$ cat config.mk
export PLATFORM = sky130hd
export DESIGN_NAME = pwm_seq_scheduler
export DESIGN_NICKNAME = d
export VERILOG_FILES = /design/src/rtl/pwm_seq_pkg.sv /design/src/rtl/pwm_apb_master.sv /design/src/rtl/pwm_seq_scheduler.sv
export SDC_FILE = /design/constraint.sdc
export NUM_CORES = 1
export LEC_CHECK = 0
export CORE_MARGIN = 2
export CORE_UTILIZATION = 50
export CTS_BUF_LIST = sky130_fd_sc_hd__clkbuf_8
export CTS_CLUSTER_DIAMETER = 80
export DETAILED_ROUTE_END_ITERATION = 8
export GPL_TIMING_DRIVEN = 0
export HOLD_SLACK_MARGIN = 0.02
export PLACE_DENSITY = 0.69
export SLEW_MARGIN = 20
export SYNTH_ARGS = -nofsm -noshare
export SYNTH_HDL_FRONTEND = slang
export SYNTH_HIERARCHICAL = 1
export SYNTH_SLANG_ARGS = --single-unit
$ cat constraint.sdc
create_clock -name clk_i -period 4.6 [get_ports clk_i]
set_input_delay 0.92 -clock clk_i [delete_from_list [all_inputs] [get_ports clk_i]]
set_output_delay 0.92 -clock clk_i [all_outputs]
set_load 0.005 [all_outputs]
$ cat src/rtl/pwm_seq_pkg.sv
// Shared types and constants for the PWM profile sequencer.
package pwm_seq_pkg;

  typedef enum logic [2:0] {
    S_IDLE,
    S_LOAD,
    S_ENABLE,
    S_GAP,
    S_POLL,
    S_STOP,
    S_DONE
  } state_e;

  typedef enum logic [1:0] {
    A_IDLE,
    A_SETUP,
    A_ACCESS
  } apb_state_e;

  // Peripheral register map
  localparam logic [5:0] REG_CTRL = 6'h00;
  localparam logic [5:0] REG_T1D  = 6'h04;
  localparam logic [5:0] REG_T1C  = 6'h08;
  localparam logic [5:0] REG_T2D  = 6'h0C;
  localparam logic [5:0] REG_T2C  = 6'h10;
  localparam logic [5:0] REG_T3D  = 6'h14;
  localparam logic [5:0] REG_T3C  = 6'h18;

  localparam int unsigned FIELD_CNT = 6;

  localparam logic [31:0] DUTY_RST = 32'd20;
  localparam logic [31:0] CNT_RST  = 32'd1;
  localparam logic [31:0] CTRL_EN  = 32'h1;
  localparam logic [31:0] CTRL_OFF = 32'h0;

  // Field n lives at T1D + 4*n
  function automatic logic [5:0] field_addr(input logic [2:0] field);
    return REG_T1D + {1'b0, field, 2'b00};
  endfunction

endpackage

$ cat src/rtl/pwm_apb_master.sv
// Single-transfer APB master: one req pulse -> SETUP, ACCESS until pready, ack pulse.
module pwm_apb_master
  import pwm_seq_pkg::*;
(
  input  logic        clk_i,
  input  logic        rst_i,
  input  logic        req_i,
  input  logic [5:0]  addr_i,
  input  logic [31:0] wdata_i,
  input  logic        write_i,
  output logic        ack_o,
  output logic [31:0] rdata_o,
  output logic        err_o,
  output logic        psel_o,
  output logic        penable_o,
  output logic        pwrite_o,
  output logic [5:0]  paddr_o,
  output logic [31:0] pwdata_o,
  input  logic [31:0] prdata_i,
  input  logic        pready_i,
  input  logic        pslverr_i
);

  apb_state_e st_q;

  // Transfer engine; address/data/direction are held from SETUP to completion
  always_ff @(posedge clk_i) begin
    if (rst_i) begin
      st_q      <= A_IDLE;
      ack_o     <= 1'b0;
      rdata_o   <= '0;
      err_o     <= 1'b0;
      psel_o    <= 1'b0;
      penable_o <= 1'b0;
      pwrite_o  <= 1'b0;
      paddr_o   <= '0;
      pwdata_o  <= '0;
    end else begin
      ack_o <= 1'b0;
      err_o <= 1'b0;
      case (st_q)
        A_IDLE: begin
          if (req_i) begin
            paddr_o  <= addr_i;
            pwdata_o <= wdata_i;
            pwrite_o <= write_i;
            psel_o   <= 1'b1;
            st_q     <= A_SETUP;
          end
        end
        A_SETUP: begin
          penable_o <= 1'b1;
          st_q      <= A_ACCESS;
        end
        A_ACCESS: begin
          if (pready_i) begin
            psel_o    <= 1'b0;
            penable_o <= 1'b0;
            ack_o     <= 1'b1;
            err_o     <= pslverr_i;
            rdata_o   <= prdata_i;
            st_q      <= A_IDLE;
          end
        end
        default: st_q <= A_IDLE;
      endcase
    end
  end

endmodule

$ cat src/rtl/pwm_seq_scheduler.sv
// Loads PWM profiles over APB, enables each, polls until it finishes.
module pwm_seq_scheduler
  import pwm_seq_pkg::*;
#(
  parameter int unsigned NUM_PROF = 4,
  parameter int unsigned POLL_GAP = 16,
  parameter logic [23:0] TIMEOUT  = 24'd1048575
) (
  input  logic        clk_i,
  input  logic        rst_i,
  input  logic        prof_we_i,
  input  logic [1:0]  prof_idx_i,
  input  logic [2:0]  prof_field_i,
  input  logic [31:0] prof_data_i,
  input  logic        start_i,
  input  logic [2:0]  num_prof_i,
  input  logic        abort_i,
  output logic        busy_o,
  output logic        done_o,
  output logic        err_o,
  output logic [1:0]  cur_prof_o,
  output logic        psel_o,
  output logic        penable_o,
  output logic        pwrite_o,
  output logic [5:0]  paddr_o,
  output logic [31:0] pwdata_o,
  input  logic [31:0] prdata_i,
  input  logic        pready_i,
  input  logic        pslverr_i
);

  localparam logic [2:0]  NP_MAX  = 3'(NUM_PROF);
  localparam logic [15:0] GAP_LIM = 16'(POLL_GAP);
  localparam logic [2:0]  LAST_F  = 3'(FIELD_CNT - 1);

  state_e      state_q;
  logic [31:0] tbl [NUM_PROF][FIELD_CNT];
  logic [2:0]  nprof_q;
  logic [1:0]  prof_q;
  logic [2:0]  field_q;
  logic [15:0] gap_cnt_q;
  logic [23:0] tmo_cnt_q;
  logic        tmo_run_q;
  logic        stop_req_q;
  logic        err_q;
  logic        req_q;
  logic        xfer_q;
  logic        write_q;
  logic [5:0]  addr_q;
  logic [31:0] wdata_q;
  logic        m_ack;
  logic        m_err;
  logic [31:0] m_rdata;
  logic        stop_now;
  logic        last_prof;

  assign stop_now   = stop_req_q | abort_i;
  assign last_prof  = ({1'b0, prof_q} == (nprof_q - 3'd1));
  assign busy_o     = (state_q != S_IDLE);
  assign done_o     = (state_q == S_DONE);
  assign err_o      = err_q;
  assign cur_prof_o = prof_q;

  // Profile table: writable only while idle
  always_ff @(posedge clk_i) begin
    if (rst_i) begin
      for (int unsigned p = 0; p < NUM_PROF; p++)
        for (int unsigned f = 0; f < FIELD_CNT; f++)
          tbl[p][f] <= f[0] ? CNT_RST : DUTY_RST;
    end else if (prof_we_i && state_q == S_IDLE && prof_field_i <= LAST_F
                 && 32'(prof_idx_i) < NUM_PROF) begin
      tbl[prof_idx_i][prof_field_i] <= prof_data_i;
    end
  end

  // Sequencer FSM. Abort and timeout share one stop request so that both in
  // the same cycle yield a single STOP; it is acted on only between transfers.
  always_ff @(posedge clk_i) begin
    if (rst_i) begin
      state_q    <= S_IDLE;
      nprof_q    <= '0;
      prof_q     <= '0;
      field_q    <= '0;
      gap_cnt_q  <= '0;
      tmo_cnt_q  <= '0;
      tmo_run_q  <= 1'b0;
      stop_req_q <= 1'b0;
      err_q      <= 1'b0;
      req_q      <= 1'b0;
      xfer_q     <= 1'b0;
      write_q    <= 1'b0;
      addr_q     <= '0;
      wdata_q    <= '0;
    end else begin
      req_q <= 1'b0;
      if (m_ack) xfer_q <= 1'b0;
      if (state_q != S_IDLE && abort_i) stop_req_q <= 1'b1;

      if (tmo_run_q) begin
        if (tmo_cnt_q >= TIMEOUT) begin
          err_q      <= 1'b1;
          stop_req_q <= 1'b1;
          tmo_run_q  <= 1'b0;
        end else begin
          tmo_cnt_q <= tmo_cnt_q + 24'd1;
        end
      end

      case (state_q)
        S_IDLE: begin
          stop_req_q <= 1'b0;
          tmo_run_q  <= 1'b0;
          if (start_i) begin
            if (num_prof_i == 3'd0 || num_prof_i > NP_MAX) begin
              err_q <= 1'b1;
            end else begin
              err_q   <= 1'b0;
              nprof_q <= num_prof_i;
              prof_q  <= '0;
              field_q <= '0;
              state_q <= S_LOAD;
            end
          end
        end

        S_LOAD: begin
          if (!xfer_q) begin
            if (stop_now) begin
              state_q <= S_STOP;
            end else begin
              req_q   <= 1'b1;
              xfer_q  <= 1'b1;
              write_q <= 1'b1;
              addr_q  <= field_addr(field_q);
              wdata_q <= tbl[prof_q][field_q];
            end
          end else if (m_ack) begin
            if (m_err) begin
              err_q   <= 1'b1;
              state_q <= S_STOP;
            end else if (field_q == LAST_F) begin
              state_q <= S_ENABLE;
            end else begin
              field_q <= field_q + 3'd1;
            end
          end
        end

        S_ENABLE: begin
          if (!xfer_q) begin
            if (stop_now) begin
              state_q <= S_STOP;
            end else begin
              req_q   <= 1'b1;
              xfer_q  <= 1'b1;
              write_q <= 1'b1;
              addr_q  <= REG_CTRL;
              wdata_q <= CTRL_EN;
            end
          end else if (m_ack) begin
            if (m_err) begin
              err_q   <= 1'b1;
              state_q <= S_STOP;
            end else begin
              tmo_cnt_q <= '0;
              tmo_run_q <= 1'b1;
              gap_cnt_q <= 16'd1;
              state_q   <= S_GAP;
            end
          end
        end

        S_GAP: begin
          if (stop_now) begin
            state_q <= S_STOP;
          end else if (gap_cnt_q >= GAP_LIM) begin
            state_q <= S_POLL;
          end else begin
            gap_cnt_q <= gap_cnt_q + 16'd1;
          end
        end

        S_POLL: begin
          if (!xfer_q) begin
            if (stop_now) begin
              state_q <= S_STOP;
            end else begin
              req_q   <= 1'b1;
              xfer_q  <= 1'b1;
              write_q <= 1'b0;
              addr_q  <= REG_CTRL;
              wdata_q <= '0;
            end
          end else if (m_ack) begin
            if (m_err) begin
              err_q   <= 1'b1;
              state_q <= S_STOP;
            end else if (m_rdata[0]) begin
              gap_cnt_q <= 16'd1;
              state_q   <= S_GAP;
            end else begin
              tmo_run_q <= 1'b0;
              if (last_prof) begin
                state_q <= S_DONE;
              end else begin
                prof_q  <= prof_q + 2'd1;
                field_q <= '0;
                state_q <= S_LOAD;
              end
            end
          end
        end

        S_STOP: begin
          tmo_run_q <= 1'b0;
          if (!xfer_q) begin
            req_q   <= 1'b1;
            xfer_q  <= 1'b1;
            write_q <= 1'b1;
            addr_q  <= REG_CTRL;
            wdata_q <= CTRL_OFF;
          end else if (m_ack) begin
            if (m_err) err_q <= 1'b1;
            state_q <= S_IDLE;
          end
        end

        S_DONE: state_q <= S_IDLE;

        default: state_q <= S_IDLE;
      endcase
    end
  end

  pwm_apb_master u_apb (
    .clk_i     (clk_i),
    .rst_i     (rst_i),
    .req_i     (req_q),
    .addr_i    (addr_q),
    .wdata_i   (wdata_q),
    .write_i   (write_q),
    .ack_o     (m_ack),
    .rdata_o   (m_rdata),
    .err_o     (m_err),
    .psel_o    (psel_o),
    .penable_o (penable_o),
    .pwrite_o  (pwrite_o),
    .paddr_o   (paddr_o),
    .pwdata_o  (pwdata_o),
    .prdata_i  (prdata_i),
    .pready_i  (pready_i),
    .pslverr_i (pslverr_i)
  );

endmodule

==> run summary <==
YS warnings - 6
Fin worst setup slack - 0.616 ns
Outcome - finished, final reports clean
Crit-path max FO - 10
Placed insts - 4,069
Leakage power - 0.0174 uW
Port bufs - 92
Peak Freq - 251 MHz
Initial antenna violation count - 14
Vias per inst - 6.21
Clock Skew - 0.0310 ns
Hold WC Path Type - in2reg
Count of unresolved DRC violations after routing - 0
First-pass GRT wire length - 191,000 um
Net Sw Frac - 26.0%
Setup TNS - 0 ns
Vias in the first global route - 27,300
Total Die Area - 84,400 um^2
Pwr Total - 18,300 uW
Worst slew pin tran - 1.24 ns
# clock sinks - 909
Syn avg cell area - 14.4 um^2
Fin. Hold Viols - 0
RSZ-0062 raised after global routing - no
CTS tree - built
H-Tree Depth - 4
Width of the die - 291 um
Max_slew headroom - 17.6%
Crit path arrival time - 3.06 ns
Routed len/inst - 31.1 um
Core area - 81,700 um^2
Clock root buffer - clkbuf_8
Placer Congestion - 0.933
ANT nets after route - 0
Logic pwr share - 10.8%
I/O pin cnt - 125
Total GRT Usage - 32.1%
Critical Path Start Type - flip-flop
Worst setup EP type - primary output
Clk pwr share - 37.6%
CTS-repair resized insts - 0
Drt first pass iters - 6
Maximum root-to-sink buffer count - 3
Hold Slack - 0.441 ns
Post-CTS setup buffer count - 0
Finished Layout Cells - 4,351
Mapped Area - 41,100 um^2
Fin. max-slew vios - 0
Chip height - 291 um
Cts hold-fix bufs - 0
Required @ worst endpoint - 3.68 ns
Detailed Place HPWL - 91,800 um
VDD IR max - 290 uV
Clock-pin transition on the worst setup and hold timing paths - 0.05 ns
Area Growth Syn to Fin - 16.5%
Worst-Skew Late Latency - 0.84 ns
Final setup fails - 0
Post-synthesis cell count - 2,857
DR vias - 27,000
Min cycle time layout - 3.98 ns
Largest net degree at the start of global routing - 17
Seq pwr share - 51.6%
Final layout net count - 3,238
Starting DRC count in detailed routing - 3,943
Cell Int Power - 13,500 uW
PwrDens - 382 nW/um^2
Layout cells sized above 1 - 16.7%
Period utilisation layout - 86.6%
Initial core utilization - 50.2%
Max Cap Violations - 0
DP Worst Slack - 0.345 ns
Sw Pwr - 4760 uW
FP Rows - 105
Routed wire length - 135,000 um
Remaining global-route overflow - 0
Cts bufs inserted - 152
WS Path Type - reg2out
[flip-flops by register name, indices dropped and copies added (netlist names), 3 cells and up, named ones only]
register        cells
addr_q              4
tmo_cnt_q          24
state_q             3
u_apb/pwdata_o     32
u_apb/paddr_o       6
field_q             3
gap_cnt_q          16
tbl               768
nprof_q             3
wdata_q            32
[through the flow]
stage / util, % / instance area [um^2]
2_1_floorplan: - / 41100
3_3_place_gp: 53.0 / 43300
3_5_place_dp: 55.0 / 44900
4_1_cts: 58.5 / 47800
5_1_grt: 58.5 / 47800
6_report: 58.5 / 47800
[worst max-delay path: stages, from the launching register on]
cell	delay (ns)
dfxtp_1	0.30
buf_2	0.20
clkbuf_1	0.38
clkbuf_1	0.41
nor3b_1	0.38
clkdlybuf4s50_1	0.57
[routing by layer]
layer	global-route usage [%]	vias to the layer above	wire, um
met3	10.2	433	18000
li1	-	11100	-
met2	50.3	2035	62500
met4	16.4	6	7190
met5	0	-	103
met1	40.2	13500	47400
[cell type report]
type                    instances  area [um^2]
diodes                          7         17.5
well taps                    1070         1340
plain buffers                 267         1150
flip-flops and latches        909        25900
clock buffers                 165         2270
inverters                      16         60.1
multi-input cells            1666        14300
fillers                      6321        33900
repair buffers                141         2240
clock inverters               110          597
[power by group through the flow]
| stage | sequential (uW) | combinational [uW] | clock, uW |
|---|---|---|---|
| floorplan | 9540 | 1060 | 0 |
| global placement | 9650 | 1720 | 0 |
| detailed placement | 9600 | 1920 | 0 |
| CTS | 9430 | 1930 | 6910 |
| global route | 9460 | 2060 | 7270 |
| finish | 9440 | 1980 | 6870 |
[final timing paths]
check / start / endpoint / slack (ns) / cells after the start
setup / recovery: state_q[1] / done_o / 0.62 / 5
hold reg to reg: write_q / write_q / 0.46 / 2
hold / removal: rst_i / u_apb/st_q[1] / 0.44 / 2
setup reg to reg: state_q[2] / tbl[1][5] / 0.75 / 7
[layout by cell type (no fill, tap or decap), drive strengths merged, types with 7 or more instances in the layout]
cell type and count:
edfxtp 768, and2 738, clkbuf 363, mux4 190, dfxtp 141, mux2i 130
buf 118, inv 97, nor2 94, clkdlybuf4s50 92, nand2b 91, nand2 54
or3 47, o21ai 38, a211o 34, o22ai 34, a21oi 30, clkinv 23
nand3 19, nor3 15, and3 13, xnor2 12, or4 10, nor4 8
diode 7, a211oi 7
(Power assumes the default switching activity.)
